**src/rtl/alu_pkg.sv**
```systemverilog
// Shared types for the pipelined ALU: opcode encoding and flag bit positions.
package alu_pkg;

   typedef enum logic [2:0] {
      OP_ADD = 3'b000,
      OP_SUB = 3'b001,
      OP_AND = 3'b010,
      OP_OR  = 3'b011,
      OP_XOR = 3'b100,
      OP_SHL = 3'b101,
      OP_SHR = 3'b110,
      OP_SLT = 3'b111
   } op_e;

   localparam int FLAGS_W = 4;
   localparam int FLG_Z   = 0;
   localparam int FLG_C   = 1;
   localparam int FLG_V   = 2;
   localparam int FLG_N   = 3;

endpackage

```
**src/rtl/alu_core.sv**
```systemverilog
// Combinational ALU datapath: result and {N,V,C,Z} flags from a, b and opcode.
module alu_core
   import alu_pkg::*;
#(
   parameter int WIDTH = 8
) (
   input  logic [WIDTH-1:0] a,
   input  logic [WIDTH-1:0] b,
   input  logic [2:0]       opcode,
   output logic [WIDTH-1:0] result,
   output logic [3:0]       flags
);

   localparam int SH_W = $clog2(WIDTH);
   localparam int MSB  = WIDTH - 1;

   logic [WIDTH:0]  sum_ext;
   logic [WIDTH:0]  diff_ext;
   logic [SH_W-1:0] sh_amt;
   logic            carry;
   logic            ovf;

   // The extra top bit captures carry-out for ADD and borrow for SUB.
   assign sum_ext  = {1'b0, a} + {1'b0, b};
   assign diff_ext = {1'b0, a} - {1'b0, b};
   assign sh_amt   = b[SH_W-1:0];

   always_comb begin
      // NOTE: every output gets a default before the case, so no path leaves it unassigned and no latch is inferred.
      result = '0;
      carry  = 1'b0;
      ovf    = 1'b0;
      flags  = '0;
      case (op_e'(opcode))
         OP_ADD: begin
            result = sum_ext[WIDTH-1:0];
            carry  = sum_ext[WIDTH];
            ovf    = (a[MSB] == b[MSB]) && (sum_ext[MSB] != a[MSB]);
         end
         OP_SUB: begin
            result = diff_ext[WIDTH-1:0];
            carry  = diff_ext[WIDTH];
            ovf    = (a[MSB] != b[MSB]) && (diff_ext[MSB] != a[MSB]);
         end
         OP_AND:  result = a & b;
         OP_OR:   result = a | b;
         OP_XOR:  result = a ^ b;
         OP_SHL:  result = a << sh_amt;
         OP_SHR:  result = a >> sh_amt;
         OP_SLT:  result = {{(WIDTH-1){1'b0}}, ($signed(a) < $signed(b))};
         default: result = '0;
      endcase
      flags[FLG_Z] = (result == '0);
      flags[FLG_C] = carry;
      flags[FLG_V] = ovf;
      flags[FLG_N] = result[MSB];
   end

endmodule

```
**src/rtl/alu_pipe.sv**
```systemverilog
// Two-stage pipelined ALU with valid/ready handshake, backpressure and a
// count of results accepted downstream.
module alu_pipe
   import alu_pkg::*;
#(
   parameter int WIDTH = 8,
   parameter int CNT_W = 16
) (
   input  logic             clk,
   input  logic             rst_n,
   input  logic             in_valid,
   output logic             in_ready,
   input  logic [WIDTH-1:0] a,
   input  logic [WIDTH-1:0] b,
   input  logic [2:0]       opcode,
   output logic             out_valid,
   input  logic             out_ready,
   output logic [WIDTH-1:0] result,
   output logic [3:0]       flags,
   output logic [CNT_W-1:0] op_count
);

   logic             s1_valid_q, s1_valid_d;
   logic [WIDTH-1:0] s1_a_q, s1_a_d;
   logic [WIDTH-1:0] s1_b_q, s1_b_d;
   logic [2:0]       s1_op_q, s1_op_d;
   logic             s2_valid_q, s2_valid_d;
   logic [WIDTH-1:0] s2_result_q, s2_result_d;
   logic [3:0]       s2_flags_q, s2_flags_d;
   logic [CNT_W-1:0] op_count_q, op_count_d;

   logic             s2_adv;
   logic             s1_adv;
   logic             in_fire;
   logic             out_fire;
   logic [WIDTH-1:0] core_result;
   logic [3:0]       core_flags;

   // Each stage moves when its successor is empty or draining, so a full
   // pipe can accept and emit in the same cycle.
   assign s2_adv   = !s2_valid_q || out_ready;
   assign s1_adv   = s1_valid_q && s2_adv;
   assign in_ready = !s1_valid_q || s2_adv;
   assign in_fire  = in_valid && in_ready;
   assign out_fire = s2_valid_q && out_ready;

   alu_core #(.WIDTH(WIDTH)) u_core (
      .a      (s1_a_q),
      .b      (s1_b_q),
      .opcode (s1_op_q),
      .result (core_result),
      .flags  (core_flags)
   );

   always_comb begin
      s1_valid_d  = s1_valid_q;
      s1_a_d      = s1_a_q;
      s1_b_d      = s1_b_q;
      s1_op_d     = s1_op_q;
      s2_valid_d  = s2_valid_q;
      s2_result_d = s2_result_q;
      s2_flags_d  = s2_flags_q;
      op_count_d  = op_count_q;

      if (in_ready) begin
         s1_valid_d = in_valid;
      end
      if (in_fire) begin
         s1_a_d  = a;
         s1_b_d  = b;
         s1_op_d = opcode;
      end
      if (s2_adv) begin
         s2_valid_d = s1_valid_q;
      end
      if (s1_adv) begin
         s2_result_d = core_result;
         s2_flags_d  = core_flags;
      end
      if (out_fire) begin
         op_count_d = op_count_q + {{(CNT_W-1){1'b0}}, 1'b1};
      end
   end

   // NOTE: state registers use non-blocking assignments so every flop samples its _d value from before the edge.
   always_ff @(posedge clk or negedge rst_n) begin
      if (!rst_n) begin
         s1_valid_q  <= 1'b0;
         s1_a_q      <= '0;
         s1_b_q      <= '0;
         s1_op_q     <= '0;
         s2_valid_q  <= 1'b0;
         s2_result_q <= '0;
         s2_flags_q  <= '0;
         op_count_q  <= '0;
      end else begin
         s1_valid_q  <= s1_valid_d;
         s1_a_q      <= s1_a_d;
         s1_b_q      <= s1_b_d;
         s1_op_q     <= s1_op_d;
         s2_valid_q  <= s2_valid_d;
         s2_result_q <= s2_result_d;
         s2_flags_q  <= s2_flags_d;
         op_count_q  <= op_count_d;
      end
   end

   assign out_valid = s2_valid_q;
   assign result    = s2_result_q;
   assign flags     = s2_flags_q;
   assign op_count  = op_count_q;

endmodule

```
**config.mk**
```make
export PLATFORM = sky130hd
export DESIGN_NAME = alu_pipe
export DESIGN_NICKNAME = d
export VERILOG_FILES = /design/src/rtl/alu_pkg.sv /design/src/rtl/alu_core.sv /design/src/rtl/alu_pipe.sv
export SDC_FILE = /design/constraint.sdc
export NUM_CORES = 1
export LEC_CHECK = 0
export CAP_MARGIN = 15
export CORE_MARGIN = 4
export CORE_UTILIZATION = 45
export DETAILED_ROUTE_END_ITERATION = 10
export PLACE_DENSITY_LB_ADDON = 0.3
export SLEW_MARGIN = 20
export SYNTH_ARGS = -nofsm -noshare
export SYNTH_HDL_FRONTEND = slang
export SYNTH_SLANG_ARGS = --single-unit
```
**constraint.sdc**
```tcl
create_clock -name clk -period 2.2 [get_ports clk]
set_input_delay 0.22 -clock clk [delete_from_list [all_inputs] [get_ports clk]]
set_output_delay 0.22 -clock clk [all_outputs]
set_load 0.005 [all_outputs]
```
# After elaboration in Yosys (flattened, before gate mapping)
# Cells that the tools add are included.
# W data, S select, Z words.
[totals]
register_bits = 49
inputBits = 23
[op_classes]
add_sub_neg = 3
order_cmp = 1
eq_ne = 11
n_shift = 2
n_mux = 3
n_bitwise = 3
reduce_logical = 11
[op_table]
columns = ["operator", "count"]
rows = [
  ["$pmux W8 S8", 1],
  ["$add A16 B1 Y16 const B", 1],
  ["$eq A3 B3 Y1 const B", 4],
  ["$add A8 B8 Y9", 1],
  ["$sub A8 B8 Y9", 1],
  ["$and A8 B8 Y8", 1],
  ["$logic_not A8 Y1", 1],
  ["$lt A8 B8 Y1", 1],
  ["$or A8 B8 Y8", 1],
  ["$shl A8 B3 Y8", 1],
  ["$shr A8 B3 Y8", 1],
  ["$xor A8 B8 Y8", 1],
  ["$eq A3 B2 Y1 const B", 2],
  ["$logic_and A1 B1 Y1", 5],
  ["$pmux W1 S2", 2],
  ["$eq A3 B1 Y1 const B", 1],
  ["$logic_not A3 Y1", 1],
  ["$ne A1 B1 Y1", 3],
  ["$logic_not A1 Y1", 2],
  ["$logic_or A1 B1 Y1", 2],
  ["$eq A1 B1 Y1", 1],
]

# Longest topological paths before layout
# Gate-level depths: netlist of the first run.
[depth]
ltp_word = 4
depth_mapped = 11
mapped_depth_nobuf = 10

# By module
# From an unflattened synthesis of the first run, not the netlist that was laid out.
[hier_totals]
hier_cells = 376
area_unflattened_um2 = 3771.1
[modules_own_cells]
columns = ["module", "instances", "cells_each", "area_per_inst_um2", "seq_area_each_um2"]
rows = [
  ["alu_pipe", 1, 127, 1963.1, 1226.2],
  ["alu_core", 1, 249, 1808.0, 0.0],
]

# Worst setup path before layout of the first run
# Ideal clock, no wire load.
[synth_timing]
path_type = "flip-flop to flip-flop"
startpoint = "register s1_b_q[1]"
endpoint = "register s2_flags_q[0] (netlist: flags[0])"
setup_ns = 0.092
arrival_time_ns = 2.284
required_time_ns = 2.108
slack_ns = -0.176
path_stages_with_launch = 11
n_path_buf = 1
period_less_slack_ns = 2.376
path_cell_list = "dfrtp_1 buf_2 inv_1 ha_1 o21bai_1 a221oi_1 a221oi_2 mux2i_1 o32ai_2 nand3_1 o31ai_2"
[synth_via]
elab_chain_len = 3
[synth_rtl]
columns = ["element", "line", "rtl"]
rows = [
  ["start, declared", "alu_pipe.sv:25", "logic [WIDTH-1:0] s1_b_q, s1_b_d;"],
  ["start signal, assigned", "alu_pipe.sv:90", "s1_b_q <= '0;"],
  ["start signal, assigned", "alu_pipe.sv:99", "s1_b_q <= s1_b_d;"],
  ["$sub A8 B8 Y9 (tied with other cells)", "alu_core.sv:25", "assign diff_ext = {1'b0, a} - {1'b0, b};"],
  ["$pmux W8 S8 *", "alu_core.sv:34", "case (op_e'(opcode))"],
  ["$logic_not A8 Y1 *", "alu_core.sv:53", "flags[FLG_Z] = (result == '0);"],
  ["end signal, assigned", "alu_pipe.sv:103", "s2_flags_q <= s2_flags_d;"],
  ["end, declared", "alu_pipe.sv:29", "logic [3:0] s2_flags_q, s2_flags_d;"],
]
# Every way passes the cells marked *; elsewhere a longest branch is shown, timed or not.
# A chain may end at the register's enable or synchronous reset.

# Worst setup path after layout of the first run
[layout_timing]
startpoint = "register s1_b_q[1]"
endpoint = "register s2_result_q[6] (netlist: result[6])"
[layout_via]
elab_chain_len = 2
[layout_rtl]
columns = ["element", "line", "rtl"]
rows = [
  ["$sub A8 B8 Y9 (tied with other cells)", "alu_core.sv:25", ""],
  ["$pmux W8 S8 *", "alu_core.sv:34", ""],
  ["end signal, assigned", "alu_pipe.sv:102", "s2_result_q <= s2_result_d;"],
  ["end, declared", "alu_pipe.sv:28", "logic [WIDTH-1:0] s2_result_q, s2_result_d;"],
]
# Marked as above.

==> results.cfg, run 1 <==
[finish]
syn2layout_area_growth_pct = 37.1
multi_input_area_mm2 = 0.00244
fin_cells = 587
layout.area.seq_mm2 = 0.00121
nFillCells = 640
diodes = 0
num-nets-final = 535
final_layout_size_suffix_gt1_frac = 0.305

[floorplan]
dieArea_mm2 = 0.00965
core_area_mm2 = 0.00781
fp-row-count = 32
die_y_um = 98.2
ios = 53
start_util = 0.469
dieWidth_um = 98.2

[setup_path]
r2r_end = result[6]
startpoint_type = flop
rrSetupSlack_ps = -80
r2r_cells = 8
reg2reg_from = s1_b_q[1]
critPathLaunch = s1_b_q[1]
endpoint_kind = flop
arrival_ps = 2480
worstPathRequired_ps = 2400
cp-endpoint = result[6]
crit_type = flop to flop
cp_max_fo = 6

[place]
dp.cells = 572
detailedPlace.worstSlack_ps = -100
port_buffers = 52
place_hpwl_mm = 8.11
gp_congestion = 0.959

[synth]
ys.flop_type = dfrtp_1
synthArstFlopShare = 1.00
synth_edf_count = 0
ys_top_cells_by_area = dfrtp_1 33%, ha_1 8.9%, mux2_2 6.5%, mux4_2 5.5%, nand2_1 3.9%
yosysWarnings = 0
yosysSeqAreaShare = 0.328
ys_types = 61
syn_avg_cell_area_um2 = 9.64
yosysTopAreaCellShare = 0.328
synth_cells = 380
syn_area_mm2 = 0.00366
yosysMostFrequentCell = dfrtp_1
synth_top_cell_by_area = dfrtp_1
ys_top_cells_by_count = 48 x dfrtp_1, 38 x nand2_1, 26 x ha_1, 24 x inv_1, 21 x mux2_2
synthesis.nets = 431
synth_seq_cells = 48

[global_routing]
track_usage = 0.216
grt_pass1_wl_mm = 16.7
first_global_vias = 3241
grt_max_degree = 26
overflow = 0
antenna_found_initial = 0

[power_and_ir_drop]
vdd_drop_max_mv = 0.390
p_per_area_mw_per_mm2 = 853
seq_power_share = 0.293
power_uw = 4280
power_frac_comb = 0.546
p_switching_uw = 1600
p_int_uw = 2680
sw_frac_of_total = 0.374
power_leakage_uw = 0.00214
p_clk_frac = 0.160

[worst_hold_path]
holdCritPathClass = input port to asynchronous set/reset pin

[status]
violations = setup timing
status = complete, but fails checks

[clocking]
cts-root-buf = clkbuf_8
clockBufferDepth = 2
clkTransAtPathRegs_ps = 100
cts_tree = yes
insertion_delay_ps = 310
cts_buffers = 5
clkSinkCount = 48
htreeDepth = 2

[sta]
min_period_ps = 2280
setup_slack_ps = -82.3
tightest_slew_ps = 617
finalCritPeriodShare = 1.04
finalMaxSlewViolations = 0
setup-violations-final = 3
hold_violations = 0
rsz0062_at_grt = yes
finalClockSkew_ps = 11.9
slew-limit-headroom = 0.589
hold_slack_ps = 449
fmax_mhz = 438

[drt]
wirelength_mm = 10.4
via_per_inst = 5.60
dr.pass1.iters = 5
wl_per_cell_um = 17.8
drt_iter0_markers = 214
drc = 0
num_vias = 3285
detail-route-antenna-nets = 0

[run]
max-cap-violations = 0
-- what timing repair did --
item	in CTS	in global routing
endpoints found under the hold margin	23	0
pin swaps	5	13
hold buffers	1	0
gates resized for setup	15	29
setup buffers	4	3
setup endpoints to repair	5	10
-- cell families after synthesis --
family / synth area share
DFF: 0.328
buffers and inverters: 0.0574
muxes: 0.145
AOI/OAI and AO/OA: 0.155
xor gates and xnor gates: 0.0526
adders and majority gates: 0.0998
and+or+nand+nor: 0.163
-- power by group through the flow --
stage	registers (uW)	logic [uW]	clock network [uW]
after global routing	1290	2540	749
after floorplan	1260	1190	0
after CTS	1250	2200	703
final	1260	2340	687
after global placement	1260	2080	0
after detailed placement	1270	2100	0
-- critical path, cell delays in order, from the launching register on --
cell and delay [ps]:
dfrtp_2 480, buf_4 160, fa_2 350, o21bai_1 160
a21oi_2 100, o31a_1 270, a32oi_1 200, o211ai_1 150
mux2_4 290
-- area by class of cell --
cell class / count / area share
flip-flops and latches: 48 / 0.241
inverters: 25 / 0.0197
repair buffers: 116 / 0.204
well taps: 102 / 0.0254
clock buffers: 6 / 0.0165
multi-input cells: 288 / 0.487
clock inverters: 2 / 0.00773
-- routing by layer --
layer | part of all wire | wire length (um) | global-route usage | vias to the layer above
met1 | 0.45 | 4680 | 0.297 | 1578
met3 | 0.055 | 575 | 0.0371 | 16
met5 | 0 | 0 | 0 | -
li1 | - | - | - | 1573
met2 | 0.48 | 5000 | 0.353 | 118
met4 | 0.018 | 186 | 0.0557 | 0
-- metrics by stage --
step	instance area, um^2	utilization	setup TNS (ps)
floorplan	3720	-	-4.91
global placement	4680	0.600	-86.6
detailed placement	4680	0.600	-216
CTS	4900	0.628	-156
global route	5020	0.643	-632
finish	5020	0.643	-155
-- layout by cell type, fill, tap and decap left out, types with 8 or more instances in the layout --
| cell type | count |
|---|---|
| mux2_2 | 20 |
| ha_1 | 19 |
| nand2_1 | 38 |
| nand2b_1 | 10 |
| dfrtp_1 | 43 |
| xnor2_1 | 14 |
| mux4_2 | 9 |
| nor2_1 | 18 |
| mux2i_1 | 8 |
| clkdlybuf4s50_1 | 51 |
| o21ai_0 | 10 |
| nand3_1 | 13 |
| a21oi_1 | 12 |
| buf_4 | 59 |
| o21ai_1 | 9 |
| inv_1 | 16 |
-- flip-flops by register name, summed over array words and instances, names as in the netlist --
| signal | count |
|---|---|
| op_count | 16 |
| result | 8 |
| s1_a_q | 8 |
| s1_b_q | 8 |
| flags | 3 |
| s1_op_q | 3 |
| out_valid | 1 |
| s1_valid_q | 1 |
-- how the worst min path moves through the flow --
stage                            to  cells past startpoint
after global placement    s1_b_q[3]                      1
final                     s1_b_q[3]                      2
after CTS                 s1_b_q[3]                      2
after detailed placement  s1_b_q[3]                      1
after global routing      s1_b_q[3]                      2
after floorplan            flags[0]                      0
Note: power is estimated with default switching activity, not from simulation.
==> inputs of run 2 (changes only) <==
CTS_CLUSTER_DIAMETER = 200   (was default)
==> results of run 2 <==
Final layout, timing and power as in run 1 (identical DEF).
